## src/rtl/inst_encoder_pkg.sv

```systemverilog
// Shared codes for the instruction encoder: INST_* record codes,
// MIPS opcode/funct fields, run-control states and the record bundle.
package inst_encoder_pkg;

   localparam logic [5:0] INST_NOP   = 6'd0;
   localparam logic [5:0] INST_ADDU  = 6'd1;
   localparam logic [5:0] INST_SUBU  = 6'd2;
   localparam logic [5:0] INST_SLT   = 6'd3;
   localparam logic [5:0] INST_SRAV  = 6'd4;
   localparam logic [5:0] INST_JR    = 6'd5;
   localparam logic [5:0] INST_ORI   = 6'd6;
   localparam logic [5:0] INST_LW    = 6'd7;
   localparam logic [5:0] INST_SW    = 6'd8;
   localparam logic [5:0] INST_BEQ   = 6'd9;
   localparam logic [5:0] INST_ADDI  = 6'd10;
   localparam logic [5:0] INST_ADDIU = 6'd11;
   localparam logic [5:0] INST_LB    = 6'd12;
   localparam logic [5:0] INST_SB    = 6'd13;
   localparam logic [5:0] INST_LUI   = 6'd14;
   localparam logic [5:0] INST_J     = 6'd15;
   localparam logic [5:0] INST_JAL   = 6'd16;
   localparam logic [5:0] INST_HLT   = 6'd17;

   localparam logic [5:0] OPCODE_SPECIAL = 6'h00;
   localparam logic [5:0] OPCODE_J       = 6'h02;
   localparam logic [5:0] OPCODE_JAL     = 6'h03;
   localparam logic [5:0] OPCODE_BEQ     = 6'h04;
   localparam logic [5:0] OPCODE_ADDI    = 6'h08;
   localparam logic [5:0] OPCODE_ADDIU   = 6'h09;
   localparam logic [5:0] OPCODE_ORI     = 6'h0D;
   localparam logic [5:0] OPCODE_LUI     = 6'h0F;
   localparam logic [5:0] OPCODE_LB      = 6'h20;
   localparam logic [5:0] OPCODE_LW      = 6'h23;
   localparam logic [5:0] OPCODE_SB      = 6'h28;
   localparam logic [5:0] OPCODE_SW      = 6'h2B;
   localparam logic [5:0] OPCODE_HLT     = 6'h3F;

   localparam logic [5:0] FUNCT_SRAV = 6'h07;
   localparam logic [5:0] FUNCT_JR   = 6'h08;
   localparam logic [5:0] FUNCT_ADDU = 6'h21;
   localparam logic [5:0] FUNCT_SUBU = 6'h23;
   localparam logic [5:0] FUNCT_SLT  = 6'h2A;

   typedef enum logic [1:0] {
      ENC_IDLE,
      ENC_RUN,
      ENC_DRAIN,
      ENC_DONE
   } enc_state_e;

   typedef struct packed {
      logic [5:0]  inst;
      logic [4:0]  rs;
      logic [4:0]  rt;
      logic [4:0]  rd;
      logic [4:0]  shamt;
      logic [15:0] imm;
      logic [25:0] target;
   } rec_t;

   function automatic logic [31:0] r_word(
      input logic [4:0] rs,
      input logic [4:0] rt,
      input logic [4:0] rd,
      input logic [5:0] fn
   );
      return {OPCODE_SPECIAL, rs, rt, rd, 5'd0, fn};
   endfunction

   function automatic logic [31:0] i_word(
      input logic [5:0]  op,
      input logic [4:0]  rs,
      input logic [4:0]  rt,
      input logic [15:0] imm
   );
      return {op, rs, rt, imm};
   endfunction

endpackage

```

## src/rtl/inst_encoder_pack.sv

```systemverilog
// Combinational record-to-word packer; flags records whose forced-zero
// fields are nonzero or whose code is unknown.
import inst_encoder_pkg::*;

module inst_pack (
   input  rec_t        rec,
   output logic [31:0] word,
   output logic        illegal
);

   logic any_field;

   assign any_field = |{rec.rs, rec.rt, rec.rd, rec.shamt,
                        rec.imm, rec.target};

   always_comb begin
      word    = '0;
      illegal = 1'b0;
      case (rec.inst)
         INST_ADDU: begin
            word    = r_word(rec.rs, rec.rt, rec.rd, FUNCT_ADDU);
            illegal = |rec.shamt;
         end
         INST_SUBU: begin
            word    = r_word(rec.rs, rec.rt, rec.rd, FUNCT_SUBU);
            illegal = |rec.shamt;
         end
         INST_SLT: begin
            word    = r_word(rec.rs, rec.rt, rec.rd, FUNCT_SLT);
            illegal = |rec.shamt;
         end
         INST_SRAV: begin
            word    = r_word(rec.rs, rec.rt, rec.rd, FUNCT_SRAV);
            illegal = |rec.shamt;
         end
         INST_JR: begin
            word    = r_word(rec.rs, 5'd0, 5'd0, FUNCT_JR);
            illegal = |{rec.rt, rec.rd, rec.shamt};
         end
         INST_ORI:   word = i_word(OPCODE_ORI, rec.rs, rec.rt, rec.imm);
         INST_LW:    word = i_word(OPCODE_LW, rec.rs, rec.rt, rec.imm);
         INST_SW:    word = i_word(OPCODE_SW, rec.rs, rec.rt, rec.imm);
         INST_BEQ:   word = i_word(OPCODE_BEQ, rec.rs, rec.rt, rec.imm);
         INST_ADDI:  word = i_word(OPCODE_ADDI, rec.rs, rec.rt, rec.imm);
         INST_ADDIU: word = i_word(OPCODE_ADDIU, rec.rs, rec.rt, rec.imm);
         INST_LB:    word = i_word(OPCODE_LB, rec.rs, rec.rt, rec.imm);
         INST_SB:    word = i_word(OPCODE_SB, rec.rs, rec.rt, rec.imm);
         INST_LUI: begin
            word    = i_word(OPCODE_LUI, 5'd0, rec.rt, rec.imm);
            illegal = |rec.rs;
         end
         INST_J:   word = {OPCODE_J, rec.target};
         INST_JAL: word = {OPCODE_JAL, rec.target};
         // HLT and NOP are fixed words, so every field must be zero
         INST_HLT: begin
            word    = {OPCODE_HLT, 26'd0};
            illegal = any_field;
         end
         INST_NOP: illegal = any_field;
         default:  illegal = 1'b1;
      endcase
   end

endmodule

```

## src/rtl/inst_encoder.sv

```systemverilog
// Instruction encoder: run-control FSM, address counter, one registered
// output stage with valid/ready handshakes and a saturating error count.
import inst_encoder_pkg::*;

module inst_encoder #(
   parameter int ADDR_W    = 10,
   parameter int BASE_ADDR = 0
) (
   input  logic              clk,
   input  logic              rst,
   input  logic              start,
   input  logic              in_valid,
   output logic              in_ready,
   input  logic [5:0]        in_inst,
   input  logic [4:0]        in_rs,
   input  logic [4:0]        in_rt,
   input  logic [4:0]        in_rd,
   input  logic [4:0]        in_shamt,
   input  logic [15:0]       in_imm,
   input  logic [25:0]       in_target,
   output logic              out_valid,
   input  logic              out_ready,
   output logic [31:0]       out_word,
   output logic [ADDR_W-1:0] out_addr,
   output logic              err,
   output logic [7:0]        err_cnt,
   output logic              done
);

   localparam logic [ADDR_W-1:0] BASE = ADDR_W'(BASE_ADDR);

   enc_state_e        state;
   logic [ADDR_W-1:0] cnt;
   rec_t              rec;
   logic [31:0]       word;
   logic              illegal;
   logic              accept;
   logic              drained;

   assign rec = {in_inst, in_rs, in_rt, in_rd, in_shamt, in_imm, in_target};
   assign in_ready = (state == ENC_RUN) && (!out_valid || out_ready);
   assign accept = in_valid && in_ready;
   assign drained = out_valid && out_ready;

   inst_pack u_pack (
      .rec     (rec),
      .word    (word),
      .illegal (illegal)
   );

   always_ff @(posedge clk) begin
      if (rst) begin
         state     <= ENC_IDLE;
         cnt       <= BASE;
         out_valid <= 1'b0;
         out_word  <= '0;
         out_addr  <= BASE;
         err       <= 1'b0;
         err_cnt   <= '0;
         done      <= 1'b0;
      end else begin
         if (drained)
            out_valid <= 1'b0;
         // an accept in the same cycle as a drain refills with no bubble
         if (accept) begin
            out_valid <= 1'b1;
            out_word  <= word;
            out_addr  <= cnt;
            cnt       <= cnt + 1'b1;
            if (illegal) begin
               err <= 1'b1;
               if (err_cnt != 8'hFF)
                  err_cnt <= err_cnt + 8'd1;
            end
         end
         case (state)
            ENC_IDLE: begin
               if (start) begin
                  state <= ENC_RUN;
                  cnt   <= BASE;
               end
            end
            ENC_RUN: begin
               if (accept && rec.inst == INST_HLT)
                  state <= ENC_DRAIN;
            end
            ENC_DRAIN: begin
               if (drained) begin
                  state <= ENC_DONE;
                  done  <= 1'b1;
               end
            end
            ENC_DONE: begin
               if (start) begin
                  state   <= ENC_RUN;
                  cnt     <= BASE;
                  err     <= 1'b0;
                  err_cnt <= '0;
                  done    <= 1'b0;
               end
            end
            default: state <= ENC_IDLE;
         endcase
      end
   end

endmodule
```

## config.mk

```make
export PLATFORM = sky130hd
export DESIGN_NAME = inst_encoder
export DESIGN_NICKNAME = d
export VERILOG_FILES = /design/src/rtl/inst_encoder_pkg.sv /design/src/rtl/inst_encoder_pack.sv /design/src/rtl/inst_encoder.sv
export SDC_FILE = /design/constraint.sdc
export NUM_CORES = 1
export LEC_CHECK = 0
export CAP_MARGIN = 25
export CORE_ASPECT_RATIO = 1.4
export CORE_UTILIZATION = 45
export CTS_CLUSTER_DIAMETER = 40
export CTS_CLUSTER_SIZE = 24
export DETAILED_ROUTE_END_ITERATION = 10
export PLACE_DENSITY_LB_ADDON = 0.08
export SETUP_SLACK_MARGIN = 0.4
export SYNTH_ARGS = -nofsm -noshare
export SYNTH_HDL_FRONTEND = slang
export SYNTH_SLANG_ARGS = --single-unit
```

## constraint.sdc

```tcl
create_clock -name clk -period 2.49 [get_ports clk]
set_input_delay 0.3735 -clock clk [delete_from_list [all_inputs] [get_ports clk]]
set_output_delay 0.3735 -clock clk [all_outputs]
set_load 0.01 [all_outputs]
```

=== Word-level counts from Yosys, hierarchy flattened ===
Cells that the tools add are included.

* $add $sub $neg: 2
* Eq/ne operators: 25
* Mux-type cells: 23
* Reductions and logical operators: 20

{| class="wikitable"
|+ Operators with widths
! kind !! count
|-
| 32-bit one-hot mux with 17 select lines || 1
|-
| 62-bit OR reduction || 1
|-
| 6-bit by 4-bit equality test with 1-bit output (second input constant) || 8
|-
| 8-bit two-way mux || 5
|-
| 10-bit two-way mux || 3
|-
| 6-bit by 3-bit equality test with 1-bit output (second input constant) || 4
|-
| 15-bit OR reduction || 1
|-
| 6-bit by 2-bit equality test with 1-bit output (second input constant) || 2
|-
| 6-bit by 5-bit equality test with 1-bit output (second input constant) || 2
|-
| 10-bit by 1-bit adder with 10-bit output (second input constant) || 1
|-
| 10-bit OR reduction || 1
|-
| 5-bit OR reduction || 2
|-
| 8-bit by 1-bit adder with 8-bit output (second input constant) || 1
|-
| 1-bit two-way mux || 8
|-
| 8-bit != test (second input constant) || 1
|-
| 6-bit by 1-bit equality test with 1-bit output (second input constant) || 1
|-
| 6-bit zero test || 1
|-
| 2-bit two-way mux || 3
|-
| 2-bit one-hot mux with 3 select lines || 1
|-
| 3-bit AND reduction || 2
|-
| 1-bit one-hot mux with 5 select lines || 1
|-
| 2-bit equality test (second input constant) || 2
|-
| 1-bit logical AND || 4
|-
| 2-bit by 1-bit != test with 1-bit output (second input constant) || 2
|-
| other kinds (9) || 12
|}

* Register bits after elaboration: 65
* Input port bits: 73
* Output and inout bits: 54

=== Depth between registers and ports, before layout ===
* Word-level depth: 7
* Gate-level depth with buffers: 9
* Mapped depth without buffers: 7

=== Cells and area by module ===
A second synthesis with hierarchy kept.

* Cell total of the unflattened synthesis: 479
* Area, all modules: 3560.9 um^2

{| class="wikitable"
|+ By module, submodules not included
! module !! instances !! cells an instance !! area each (um^2) !! seq. area each (um^2)
|-
| inst_encoder || 1 || 321 || 2595.0 || 1301.2
|-
| inst_pack || 1 || 158 || 965.9 || 0.0
|}

=== Worst setup path after synthesis ===
No wires, ideal clock.

* Path kind: input to register
* Start: input in_inst[2]
* End: register err_cnt[2]
* Data arrival time: 1.922 ns
* Required time: 2.374 ns
* Setup slack: 0.451 ns
* Stages on the path: 8
* Buffers on the path: 2
* Cells stage by stage: buf_2 -> or3_4 -> a21o_1 -> a221oi_2 -> o211ai_4 -> and2_4 -> buf_6 -> a41o_1

* Word-level cells in the longest chain between the ends: 7
* Elaborated cells between the ends (all ways): 26
* Those cells by class: 17 x eq/ne; 5 x mux; 4 x reduce/logical

{| class="wikitable"
|+ RTL lines
! item !! line !! text
|-
| start: declaration || inst_encoder.sv:14 || <nowiki>input logic [5:0] in_inst,</nowiki>
|-
| 6-bit by 3-bit equality test with 1-bit output, or another cell as far along || inst_encoder_pack.sv:19 || <nowiki>case (rec.inst)</nowiki>
|-
| 10-bit OR reduction (no source line), or another cell as far along || n/a ||
|-
| 1-bit one-hot mux with 5 select lines * || inst_encoder_pack.sv:19 ||
|-
| 8-bit two-way mux * || inst_encoder.sv:70 || <nowiki>if (illegal) begin</nowiki>
|-
| 8-bit two-way mux * || inst_encoder.sv:65 || <nowiki>if (accept) begin</nowiki>
|-
| 8-bit two-way mux || inst_encoder.sv:94 || <nowiki>if (start) begin</nowiki>
|-
| 8-bit two-way mux * || inst_encoder.sv:76 || <nowiki>case (state)</nowiki>
|-
| end signal: assignment || inst_encoder.sv:73 || <nowiki>err_cnt <= err_cnt + 8'd1;</nowiki>
|-
| end: declaration || inst_encoder.sv:26 || <nowiki>output logic [7:0] err_cnt,</nowiki>
|}

Mark *: on every way between the ends. The rest lies on a longest branch, timed or not.
A chain may end at the register's enable or synchronous reset.

=== Final worst setup path ===
* Start: input in_target[22]
* End: register err_cnt[2]

* Word-level cells in the longest chain between the ends: 6

{| class="wikitable"
|+ RTL lines
! item !! line !! text
|-
| start: declaration || inst_encoder.sv:20 || <nowiki>input logic [25:0] in_target,</nowiki>
|-
| 62-bit OR reduction * || inst_encoder_pack.sv:13 || <nowiki>assign any_field = |{rec.rs, rec.rt, rec.rd, rec.shamt,</nowiki>
|-
| 1-bit one-hot mux with 5 select lines * || inst_encoder_pack.sv:19 ||
|-
| 8-bit two-way mux * || inst_encoder.sv:70 ||
|-
| 8-bit two-way mux * || inst_encoder.sv:65 ||
|-
| 8-bit two-way mux || inst_encoder.sv:94 ||
|-
| 8-bit two-way mux * || inst_encoder.sv:76 ||
|}

Marked as above.

==> metrics.md <==
| Metric | Value |
|---|---|
| Leading area contributor after synthesis | dfxtp_1 |
| PortBufs | 126 |
| Pint | 0.00223 W |
| Placed Cells | 660 |
| Grt met1 use | 35.7% |
| Vias in the first global route | 3699 |
| CORE AREA | 0.00736 mm^2 |
| Num ports | 127 |
| Leak pwr | 1.98 nW |
| Maximum clock frequency | 0.495 GHz |
| GRT Util Overall | roughly 29% |
| Crit-path leading delay family | simple AND/OR/NAND/NOR gates |
| Filler Cells Inserted | 588 |
| Crit Path Class | input pin to flop |
| Post-synthesis sequential area ratio | about two fifths |
| Period minus WS final | 2020 ps |
| Largest net degree at the start of global routing | 47 |
| First-pass GRT wire length | ~17000 um |
| Seq cells post-synth | 65 |
| DR pass1 iterations | 6 |
| CTS tree | done |
| CP peak stage delay | around 450 ps |
| Pre-CTS WS | -49.6 ps |
| Switching share of power | 32.4% |
| Final HPWL DP | 8100 um |
| DRC viols | 0 |
| Final hold vios | 0 |
| Final Routed Wirelength | 10800 um |
| Slew headroom | 60.7% |
| CP cell instances | clkdlybuf4s50_1 > nor4_1 > nand4_1 > nor4_2 > buf_4 > o211ai_4 > and2_4 > a41o_1 |
| Count of cell types in the netlist | 51 |
| Yosys top cell area share | 38.1% |
| Crit path DAT | 2260 ps |
| Syn_nets | 512 |
| Level count of the clock H-tree | 3 |
| Synth cell count leaders | dfxtp_1, nor2_1, nand2_1 |
| DIE WIDTH | 75.6 um |
| Initial antenna violation count | 0 |
| Wirelength per Cell | 15.9 um |
| Setup TNS | 0 ps |
| Drt via density | around 5.8 |
| Top post-synthesis cells by area | dfxtp_1, nor2_1, nand2_1 |
| Crit-path slowest cell | clkdlybuf4s50_1 |
| Avg Cell Area, Syn | 7.89 um^2 |
| Die Area | 0.00795 mm^2 |
| Total grt overflow | 0 |
| Worst path bufs/invs | 2 |
| Max VDD drop | 0.422 mV |
| Async SR Flop Fraction | 0% |
| Final core utilization | 72.2% |
| Outcome | finished, final reports clean |
| CTS root buf | clkbuf_8 |
| Final net count | 659 |
| GRT met2 Usage | 47.1% |
| Syn Std Cell Area | about 0.0034 mm^2 |
| Max_cap viols | 0 |
| RSZ-0062 raised after global routing | true |
| Fin cells | a little under 700 |
| Initial Util | 46.4% |
| Sequential share of power | 38.4% |
| Clock power share | 27.6% |
| GR peak layer | met2 |
| Gp weighted congestion | 0.869 |
| Synth Warn # | 0 |
| Crit-path max FO | 7 |
| Synthesis-to-layout area growth | 55.7% |
| Fin area | 0.00532 mm^2 |
| CP endpoint kind | flop |
| Routed Antenna Nets | 0 |
| Inserted Clock Buffers | 9 |
| Syn Inst Count | 433 |
| Reg clk slew, reported paths | 70 ps |
| Sw power | about 0.0011 W |
| Worst clock skew | 11.2 ps |
| Met3 GRT Util | 6.46% |
| Die height | about 110 um |
| Top-count cell post-synth | dfxtp_1 |
| Slew at the pin closest to its max-slew limit | between 500 and 600 ps |
| Fin. max-slew vios | 0 |
| Max clock buf depth | 2 |
| PD cells | 622 mW/mm^2 |
| Worst skew pair latency | about 350 ps |
| Comb power frac | 34.0% |
| Sink Count | 65 |
| Inserted Diodes | 0 |
| Via count | just under 4000 |
| Number of synthesized flops with an enable pin | 0 |
| Share of post-route cells with drive strength above 1 | 14.9% |
| Drt first-iter violations | 178 |
| Rows | 37 |
| Hold Path Class | input pin to flop |
| Endpoints failing setup | 0 |
| Final Cycle Share | 81.1% |
| Setup ws final | roughly 470 ps |
| Area after DPL | 0.00494 mm^2 |
| Worst path required time | 2730 ps |
| Synth Flop Type | dfxtp_1 |
| Startpoint Class | input pin |
==> flip-flops by register name, summed over array words and instances, names as in the netlist <==
signal and flops:
cnt 10, done 1, err 1, err_cnt 8
out_addr 10, out_valid 1, out_word 32, state 2
==> through the flow <==
step	total power (W)	hold slack, ps
4_1_cts	0.00331	214
3_5_place_dp	0.00239	447
6_report	0.00330	235
5_1_grt	0.00349	238
3_3_place_gp	0.00237	441
2_1_floorplan	0.00183	437
==> power by group through the flow <==
stage	clock (W)	sequential [W]	combinational [W]
after floorplan	0	0.00133	0.000497
after global placement	0	0.00128	0.00108
after detailed placement	0	0.00129	0.00110
after CTS	0.000931	0.00127	0.00111
after global routing	0.000977	0.00129	0.00123
final	0.000912	0.00127	0.00112
==> cells in the final DEF (no fill, tap or decap), types with 3 or more instances in the layout <==
master / netlist / final
ha_1: 6 / 5
or3_1: 5 / 4
inv_1: 6 / 6
and3_1: 5 / 4
a22oi_1: 6 / 6
clkdlybuf4s50_1: 0 / 115
a21oi_1: 29 / 29
a211oi_1: 10 / 10
clkbuf_8: 0 / 10
buf_4: 0 / 40
a32oi_1: 3 / 3
nand2_1: 47 / 46
nand4_1: 9 / 9
nand3_1: 10 / 10
a221oi_1: 18 / 17
nor2b_1: 5 / 4
nor3_1: 32 / 31
dfxtp_1: 65 / 64
nand2b_1: 8 / 7
dlymetal6s2s_1: 0 / 9
o21ai_0: 12 / 12
xor2_1: 6 / 6
a31oi_1: 8 / 8
nor4_2: 0 / 6
a21o_1: 3 / 3
a222oi_1: 5 / 5
nor2_1: 57 / 56
nor4_1: 14 / 8
==> logic make-up after synthesis <==
group	after synthesis	share of synthesized area, %
AO/OA/AOI/OAI	111	23.5
XOR/XNOR	8	2.05
adder cells (fa/ha/maj)	6	2.20
buffers and inverters	38	4.73
flip-flops	65	38.1
multiplexers	1	0.293
AND/OR/NAND/NOR	204	29.1
==> layout make-up <==
class	instances	area (um^2)	share of cell area, %
well taps	97	121	2.28
clock buffers	10	138	2.59
flip-flops and latches	65	1300	24.5
inverters	6	22.5	0.424
clock inverters	6	67.6	1.27
repair buffers	167	1600	30.1
multi-input cells	331	2070	38.9
==> worst reg2reg max path: cells and delay by family (launching register included) <==
family          cells  cell delay, ps
buf+inv             3             600
compound gates      1              60
simple gates        3             630
flops               1             330
fa+ha+maj           1             220
==> routing by layer <==
layer  vias to the layer above  share of wire, %  wire (um)
met5                         -                 0          0
met3                        23               5.8        626
li1                       1913                 -          -
met1                      1853                40       4350
met4                         0               2.8        303
met2                       136                51       5540
==> worst paths after layout <==
kind,endpoint,slack [ps],depth (start not counted),start
hold / removal,done,240,2,rst
hold reg to reg,out_addr[4],460,2,out_addr[4]
setup / recovery,err_cnt[2],470,8,in_target[22]
setup reg to reg,out_word[31],590,8,state[1]
==> repair_timing <==
action / 4_1_cts / 5_1_grt
cloned: 1 / 0
hold buffers: 0 / 0
hold endpoints to repair: 0 / 0
buffers inserted: 2 / 3
gates resized for setup: 9 / 22
pin swaps: 4 / 10
endpoints found under the setup margin: 12 / 29
Power figures use the tool's default switching activity.
